<file path="config.mk">
export PLATFORM = sky130hd
export DESIGN_NAME = mbledhesi_48_sekuencial
export DESIGN_NICKNAME = d
export VERILOG_FILES = /design/src/rtl/mbledhesi_pkg.sv /design/src/rtl/mbledhesi_48_sekuencial_adder.sv /design/src/rtl/mbledhesi_48_sekuencial.sv
export SDC_FILE = /design/constraint.sdc
export NUM_CORES = 1
export LEC_CHECK = 0
export ABC_AREA = 1
export CAP_MARGIN = 25
export CORE_AREA = 2 2 120 122
export DETAILED_ROUTE_END_ITERATION = 8
export DIE_AREA = 0 0 122 124
export PLACE_DENSITY = 0.89
export REMOVE_ABC_BUFFERS = 1
export SLEW_MARGIN = 10
export SYNTH_ARGS = -nofsm -noshare
export SYNTH_HDL_FRONTEND = slang
export SYNTH_SLANG_ARGS = --single-unit
</file>
<file path="constraint.sdc">
create_clock -name CLK -period 16.05 [get_ports CLK]
set_input_delay 3.21 -clock CLK [delete_from_list [all_inputs] [get_ports CLK]]
set_output_delay 3.21 -clock CLK [all_outputs]
set_load 0.05 [all_outputs]
</file>
<file path="src/rtl/mbledhesi_pkg.sv">
// Shared definitions for the sequenced 48-bit add/subtract unit.
package mbledhesi_pkg;

  localparam int W_HALF_DEF = 24;

  localparam logic OP_ADD = 1'b0;
  localparam logic OP_SUB = 1'b1;

  typedef enum logic [1:0] {
    ST_IDLE = 2'd0,
    ST_LOW  = 2'd1,
    ST_HIGH = 2'd2,
    ST_DONE = 2'd3
  } state_e;

  // Signed overflow: like-signed operands whose sum flips sign.
  function automatic logic ovf_bit(input logic a_msb, input logic b_msb, input logic s_msb);
    return (a_msb == b_msb) && (s_msb != a_msb);
  endfunction

endpackage

</file>
<file path="src/rtl/mbledhesi_48_sekuencial_adder.sv">
// Mbledhesi24Bitesh: plain ripple-carry half-word adder shared by both passes.
module Mbledhesi24Bitesh #(
  parameter int W = 24
) (
  input  logic [W-1:0] a,
  input  logic [W-1:0] b,
  input  logic         cin,
  output logic [W-1:0] sum,
  output logic         cout
);

  // Bit-serial carry chain, evaluated combinationally.
  always_comb begin
    logic c_v;
    sum  = '0;
    c_v  = cin;
    for (int i = 0; i < W; i++) begin
      sum[i] = a[i] ^ b[i] ^ c_v;
      c_v    = (a[i] & b[i]) | (c_v & (a[i] ^ b[i]));
    end
    cout = c_v;
  end

endmodule

</file>
<file path="src/rtl/mbledhesi_48_sekuencial.sv">
// Two-pass 48-bit add/subtract: one half-word adder reused for low then high half,
// with valid/ready handshakes on request and result.
module mbledhesi_48_sekuencial
  import mbledhesi_pkg::*;
#(
  parameter int W_HALF = W_HALF_DEF
) (
  input  logic                  CLK,
  input  logic                  RST,
  input  logic                  IN_VALID,
  output logic                  IN_READY,
  input  logic                  OP,
  input  logic [2*W_HALF-1:0]   A,
  input  logic [2*W_HALF-1:0]   B,
  input  logic                  CIN,
  output logic                  OUT_VALID,
  input  logic                  OUT_READY,
  output logic [2*W_HALF-1:0]   Shuma,
  output logic                  CarryOut,
  output logic                  Overflow,
  output logic                  Zero
);

  localparam int W_FULL = 2 * W_HALF;

  state_e              state_r, state_nx_s;
  logic [W_FULL-1:0]   a_r, b_r;
  logic                cin_r, carry_lo_r;
  logic [W_HALF-1:0]   add_a_s, add_b_s, add_sum_s;
  logic                add_cin_s, add_cout_s;
  logic [W_FULL-1:0]   shuma_r;
  logic                carry_out_r, overflow_r, zero_r;
  logic                in_ready_r, out_valid_r;

  // Next-state decode; DONE holds until the consumer takes the result.
  always_comb begin
    state_nx_s = state_r;
    case (state_r)
      ST_IDLE: begin
        if (IN_VALID) state_nx_s = ST_LOW;
        else          state_nx_s = ST_IDLE;
      end
      ST_LOW:  state_nx_s = ST_HIGH;
      ST_HIGH: state_nx_s = ST_DONE;
      ST_DONE: begin
        if (OUT_READY) state_nx_s = ST_IDLE;
        else           state_nx_s = ST_DONE;
      end
      default: state_nx_s = ST_IDLE;
    endcase
  end

  // Operand mux into the shared adder: upper half in HIGH, lower half otherwise.
  always_comb begin
    add_a_s   = a_r[W_HALF-1:0];
    add_b_s   = b_r[W_HALF-1:0];
    add_cin_s = cin_r;
    case (state_r)
      ST_HIGH: begin
        add_a_s   = a_r[W_FULL-1:W_HALF];
        add_b_s   = b_r[W_FULL-1:W_HALF];
        add_cin_s = carry_lo_r;
      end
      default: begin
        add_a_s   = a_r[W_HALF-1:0];
        add_b_s   = b_r[W_HALF-1:0];
        add_cin_s = cin_r;
      end
    endcase
  end

  Mbledhesi24Bitesh #(.W(W_HALF)) u_adder (
    .a    (add_a_s),
    .b    (add_b_s),
    .cin  (add_cin_s),
    .sum  (add_sum_s),
    .cout (add_cout_s)
  );

  // State, operand capture and result registers.
  always_ff @(posedge CLK) begin
    if (RST) begin
      state_r     <= ST_IDLE;
      in_ready_r  <= 1'b1;
      out_valid_r <= 1'b0;
      a_r         <= '0;
      b_r         <= '0;
      cin_r       <= 1'b0;
      carry_lo_r  <= 1'b0;
      shuma_r     <= '0;
      carry_out_r <= 1'b0;
      overflow_r  <= 1'b0;
      zero_r      <= 1'b0;
    end else begin
      state_r     <= state_nx_s;
      in_ready_r  <= (state_nx_s == ST_IDLE);
      out_valid_r <= (state_nx_s == ST_DONE);
      case (state_r)
        ST_IDLE: begin
          // Subtract is A + ~B + ~borrow, so the adder never needs to know the op.
          if (IN_VALID) begin
            a_r   <= A;
            b_r   <= (OP == OP_SUB) ? ~B : B;
            cin_r <= (OP == OP_SUB) ? ~CIN : CIN;
          end
        end
        ST_LOW: begin
          shuma_r[W_HALF-1:0] <= add_sum_s;
          carry_lo_r          <= add_cout_s;
        end
        ST_HIGH: begin
          shuma_r[W_FULL-1:W_HALF] <= add_sum_s;
          carry_out_r              <= add_cout_s;
          overflow_r               <= ovf_bit(a_r[W_FULL-1], b_r[W_FULL-1], add_sum_s[W_HALF-1]);
          zero_r                   <= ({add_sum_s, shuma_r[W_HALF-1:0]} == '0);
        end
        default: begin
        end
      endcase
    end
  end

  assign IN_READY  = in_ready_r;
  assign OUT_VALID = out_valid_r;
  assign Shuma     = shuma_r;
  assign CarryOut  = carry_out_r;
  assign Overflow  = overflow_r;
  assign Zero      = zero_r;

endmodule

</file>
## Yosys cells after proc, flatten, opt, wreduce, memory -nomap -nowiden

Cells that the tools add are included.

- Output and inout bits: 53
- Register bits after elaboration: 153
- Input port bits: 102
- Word-level logic and storage cells: 153

- Multiplexer cells: 8
- Reduce and logical (&&, ||, !) cells: 5
- Equality and inequality tests: 6
- Bitwise gates (word level): 122

Operators with widths:

| cell | number |
|---|---|
| 1-bit bitwise AND | 48 |
| 48-bit logical NOT | 1 |
| 24-bit 2-to-1 mux | 2 |
| 48-bit 2-to-1 mux | 1 |
| 48-bit inverter | 1 |
| 1-bit bitwise XOR | 48 |
| 1-bit bitwise OR | 24 |
| 2-bit one-hot mux with 4 select lines | 1 |
| 2-bit == test, second input constant | 3 |
| 2-bit logical NOT | 2 |
| 1-bit 2-to-1 mux | 3 |
| 2-bit by 1-bit == test with 1-bit output, second input constant | 1 |
| 2-bit 2-to-1 mux | 1 |
| 2-bit AND reduction | 1 |
| 1-bit == test | 1 |
| 1-bit logical AND | 1 |
| 1-bit inequality test | 1 |
| 1-bit inverter | 1 |

## Longest topological paths before layout

- Word-level depth: 52
- Mapped depth: 41

## Cells and area by module

Synthesis repeated with hierarchy kept, for this count alone.

- Cell total of the unflattened synthesis: 903
- Area total of the unflattened synthesis: 7118.1 µm²

Modules (own cells, without submodules):

| module | times used | cells each | area an instance (µm²) | seq. area each (µm²) |
|---|---|---|---|---|
| mbledhesi_48_sekuencial | 1 | 869 | 6600.1 | 3062.9 |
| Mbledhesi24Bitesh | 1 | 34 | 518.0 | 0.0 |

## Worst setup path after synthesis

Ideal clock, no wire load.

- Kind: reg-to-reg
- From: register state_r[1]
- To: register zero_r (netlist: Zero)
- Setup time: 70 ps
- Period minus slack after synthesis: 12211 ps
- Stages on the path, launching flop included: 42
- Path slack: 3839 ps
- Arrival time: 12141 ps
- Cells stage by stage: dfxtp_1 > inv_2 > nor2_2 > inv_2 > buf_4 > buf_2 > nand2_1 > o21ai_0 > fa_1 > fa_1 > fa_1 > fa_1 > fa_1 > fa_1 > fa_1 > fa_1 > fa_1 > fa_1 > [... 6 more ...] > fa_1 > fa_1 > fa_1 > fa_1 > inv_1 > fa_1 > inv_1 > fa_1 > fa_1 > inv_1 > fa_1 > nor2_1 > nand2_1 > nor2_1 > nand2_1 > nor2_1 > nand2_1 > a21oi_1

- Longest elaborated chain between the ends: 51
- Elaborated cells on any way between the ends: 122

Ends and longest elaborated chain:

| what | line | source |
|---|---|---|
| start, declared | mbledhesi_48_sekuencial.sv:26 | `state_e state_r, state_nx_s;` |
| start signal, assigned | mbledhesi_48_sekuencial.sv:95 | `state_r <= state_nx_s;` |
| 2-bit == test * | mbledhesi_48_sekuencial.sv:58 | `case (state_r)` |
| 24-bit 2-to-1 mux | mbledhesi_48_sekuencial.sv:58 |  |
| 1-bit bitwise XOR | mbledhesi_48_sekuencial_adder.sv:19 | `c_v = (a[i] & b[i]) \| (c_v & (a[i] ^ b[i]));` |
| 1-bit bitwise AND | mbledhesi_48_sekuencial_adder.sv:19 |  |
| 1-bit bitwise OR | mbledhesi_48_sekuencial_adder.sv:19 |  |
| 1-bit bitwise AND | mbledhesi_48_sekuencial_adder.sv:19 |  |
| 1-bit bitwise OR | mbledhesi_48_sekuencial_adder.sv:19 |  |
| 1-bit bitwise AND | mbledhesi_48_sekuencial_adder.sv:19 |  |
| [... 36 more ...] | - |  |
| 1-bit bitwise OR | mbledhesi_48_sekuencial_adder.sv:19 |  |
| 1-bit bitwise AND | mbledhesi_48_sekuencial_adder.sv:19 |  |
| 1-bit bitwise OR | mbledhesi_48_sekuencial_adder.sv:19 |  |
| 1-bit bitwise AND | mbledhesi_48_sekuencial_adder.sv:19 |  |
| 1-bit bitwise OR | mbledhesi_48_sekuencial_adder.sv:19 |  |
| 1-bit bitwise XOR * | mbledhesi_48_sekuencial_adder.sv:18 | `sum[i] = a[i] ^ b[i] ^ c_v;` |
| via add_sum_s[23] | mbledhesi_48_sekuencial.sv:29 | `logic [W_HALF-1:0] add_a_s, add_b_s, add_sum_s;` |
| 48-bit logical NOT * | mbledhesi_48_sekuencial.sv:115 | `zero_r <= ({add_sum_s, shuma_r[W_HALF-1:0]} == '0);` |
| end signal, assigned | mbledhesi_48_sekuencial.sv:115 |  |
| end, declared | mbledhesi_48_sekuencial.sv:32 | `logic carry_out_r, overflow_r, zero_r;` |

The timed path passes the listed nets; every way through them passes the cells marked *.
A chain may end at the register's enable or synchronous reset.

## Worst setup path after layout

Same ends and word-level chain as after synthesis.

==> results_dict.tcl <==
set metrics [dict create \
    synth_top_area_cell "dfxtp_1" \
    syn-instance-count 814 \
    cts_sinks 153 \
    initial_utilization_pct 50.49 \
    slowest_stage "inv_2" \
    cpLargestDelayFamily "adder cells" \
    min_path_type "register to register" \
    grt_max_degree 113 \
    yosysTopAreaCellShare_pct 44.22 \
    regArea_um2 3063 \
    place_ws_ns 2.601 \
    vias_per_cell 5.244 \
    clockRootBuffer "clkbuf_16" \
    die_y_um 124 \
    syn-cell-area_um2 6927 \
    cts_resized 0 \
    p_leak_nw 3.474 \
    yosysMostFrequentCell "dfxtp_1" \
    rows 43 \
    seq_area_frac_synth_pct 44.22 \
    wl_um 17870 \
    h-tree-depth 4 \
    ant_nets 0 \
    fin_ws_ns 2.604 \
    first_pass_iters 5 \
    antenna_found_initial 0 \
    io_pins 155 \
    grt_pass1_wl_um 28550 \
    drc 0 \
    start_kind "register" \
    critPathMaxStageDelay_ns 0.69 \
    end_kind "register" \
    avgRoutedWirePerCell_um 15.88 \
    tightestPinTransition_ns 0.9211 \
    clock_skew_ns 0.01080 \
    cts_buffers 17 \
    required_ns 16.39 \
    tns_ns 0 \
    fin_crit_sh_pct 83.78 \
    first_iter_violations 629 \
    relSlewSlack_pct 38.59 \
    drv_cap 0 \
    place_congestion 0.8631 \
    num_vias 5900 \
    fin_nets 1058 \
    synth_seq_cells 153 \
    drive_above_1_share_pct 7.513 \
    max_freq_ghz 0.07437 \
    rsz0062_at_grt "no" \
    fp.dieArea_um2 15130 \
    synth-main-ff-cell "dfxtp_1" \
    path_max_fanout 57 \
    ir_drop_uv 77.47 \
    cp.arrival_ns 13.78 \
    setup_violations 0 \
    synth.yosys.warnings 0 \
    fin_crit_ns 13.45 \
    synthDistinctLibCells 23 \
    area_growth_pct 30.65 \
    drv_slew 0 \
    clockBufferDepth 2 \
    place_area_um2 8414 \
    post_cts_buffers 0 \
    multi_input_area_um2 3386 \
    status "complete, no violations" \
    ys_async_sr_fraction_pct 0 \
    io_buffers 154 \
    clk_pin_slew_ns 0.06 \
    clk_latency_ns 0.42 \
    hold_viol 0 \
    crit_type "register to register" \
    crit_buf_inv 6 \
    cts_hold_buf 0 \
    cts_tree "built" \
    ys_top_cells_by_count "dfxtp_1 (153), nor2_1 (149), o21ai_0 (135)" \
    insertedDiodeCount 0 \
    avgSynthCellArea_um2 8.509 \
    dp_hpwl_um 11930 \
    gr-total-overflow 0 \
    synth_area_leaders "dfxtp_1 (44%), o21ai_0 (9.8%), nor2_1 (8.1%)" \
    nFillCells 1111 \
    cpMostUsedCell "fa_1" \
    power_density_nw_per_um2 132.4 \
    grt_pass1_vias 5808 \
    design_area_um2 9050 \
    synth_edf_count 0 \
    die_w_um 122 \
    coreArea_um2 13720 \
    grt_util_all_layers_pct 24.47 \
]
[logic make-up (layout without fill, tap and decap cells)]
| kind of cell | after synthesis | count (layout) | share of synthesized area [%] |
|---|---|---|---|
| buffers and inverters | 105 | 236 | 7.153 |
| multiplexers | 22 | 22 | 3.179 |
| XOR/XNOR | 49 | 49 | 6.196 |
| flip-flops | 153 | 153 | 44.22 |
| AND/OR/NAND/NOR | 207 | 207 | 11.43 |
| adder cells (fa/ha/maj) | 24 | 24 | 6.936 |
| AO/OA/AOI/OAI | 254 | 254 | 20.88 |
[through the flow]
step,cells,hold slack [ns],total power [W],util (%)
3_3_place_gp,1092,0.4417,0.0007805,61.33
5_1_grt,1125,0.4831,0.001258,65.96
6_report,1125,0.4543,0.001199,65.96
4_1_cts,1124,0.4567,0.001201,65.82
2_1_floorplan,752,0.4318,0.0006696,-
3_5_place_dp,1092,0.4451,0.0007899,61.33
[cell usage in the layout (no fill, tap or decap), types with 6 or more instances in the layout]
cell             Yosys  final
clkdlybuf4s50_1      0    152
dfxtp_1            153    153
clkbuf_16            0     17
buf_4                9      6
o21ai_1             17     17
xnor2_1             23     23
fa_1                24     24
a211oi_2            23     23
a21oi_1             78     78
nand2_1             52     52
nor2_1             149    149
o21ai_0            135    135
inv_1               38     38
xor2_1              26     26
mux2i_1             22     22
[tightest hold or removal path: stages (launching register included)]
cell     delay (ns)
dfxtp_1        0.29
inv_1          0.06
a21oi_1        0.05
[report_power, final]
part           internal, W  switching (W)  leakage [nW]
Clock             0.000256       0.000155         0.295
Sequential        0.000425      0.0000252          1.26
Combinational     0.000127       0.000210          1.92
[routing by layer]
metal	vias up	track usage [%]	part of all wire [%]
met4	0	7.328	1.3
met1	2748	31.20	42
met5	-	0	0
met3	21	8.013	8.6
li1	2902	-	-
met2	229	39.73	48
[area by class of cell]
class	count	share of cell area, %
clock buffer	21	5.198
timing repair buffer	161	17.64
tap	180	2.489
multi-input combinational	556	37.41
inverter	43	1.811
clock inverter	11	1.604
sequential	153	33.84
[state kept, by name, indices dropped and copies added, names as in the netlist, 2 cells and up]
name / cells
Shuma: 48
a_r: 48
b_r: 48
state_r: 2
[worst paths after layout]
path,startpoint,end,slack [ns],depth (start not counted)
max,state_r[1]$_SDFF_PP0_,Zero$_SDFFE_PP0P_,2.60,39
min,b_r[44]$_SDFFE_PP0P_,b_r[44]$_SDFFE_PP0P_,0.45,2
max reg2reg,state_r[1]$_SDFF_PP0_,Zero$_SDFFE_PP0P_,2.60,39
min reg2reg,b_r[44]$_SDFFE_PP0P_,b_r[44]$_SDFFE_PP0P_,0.45,2
Note: power is estimated with default switching activity, not from simulation.
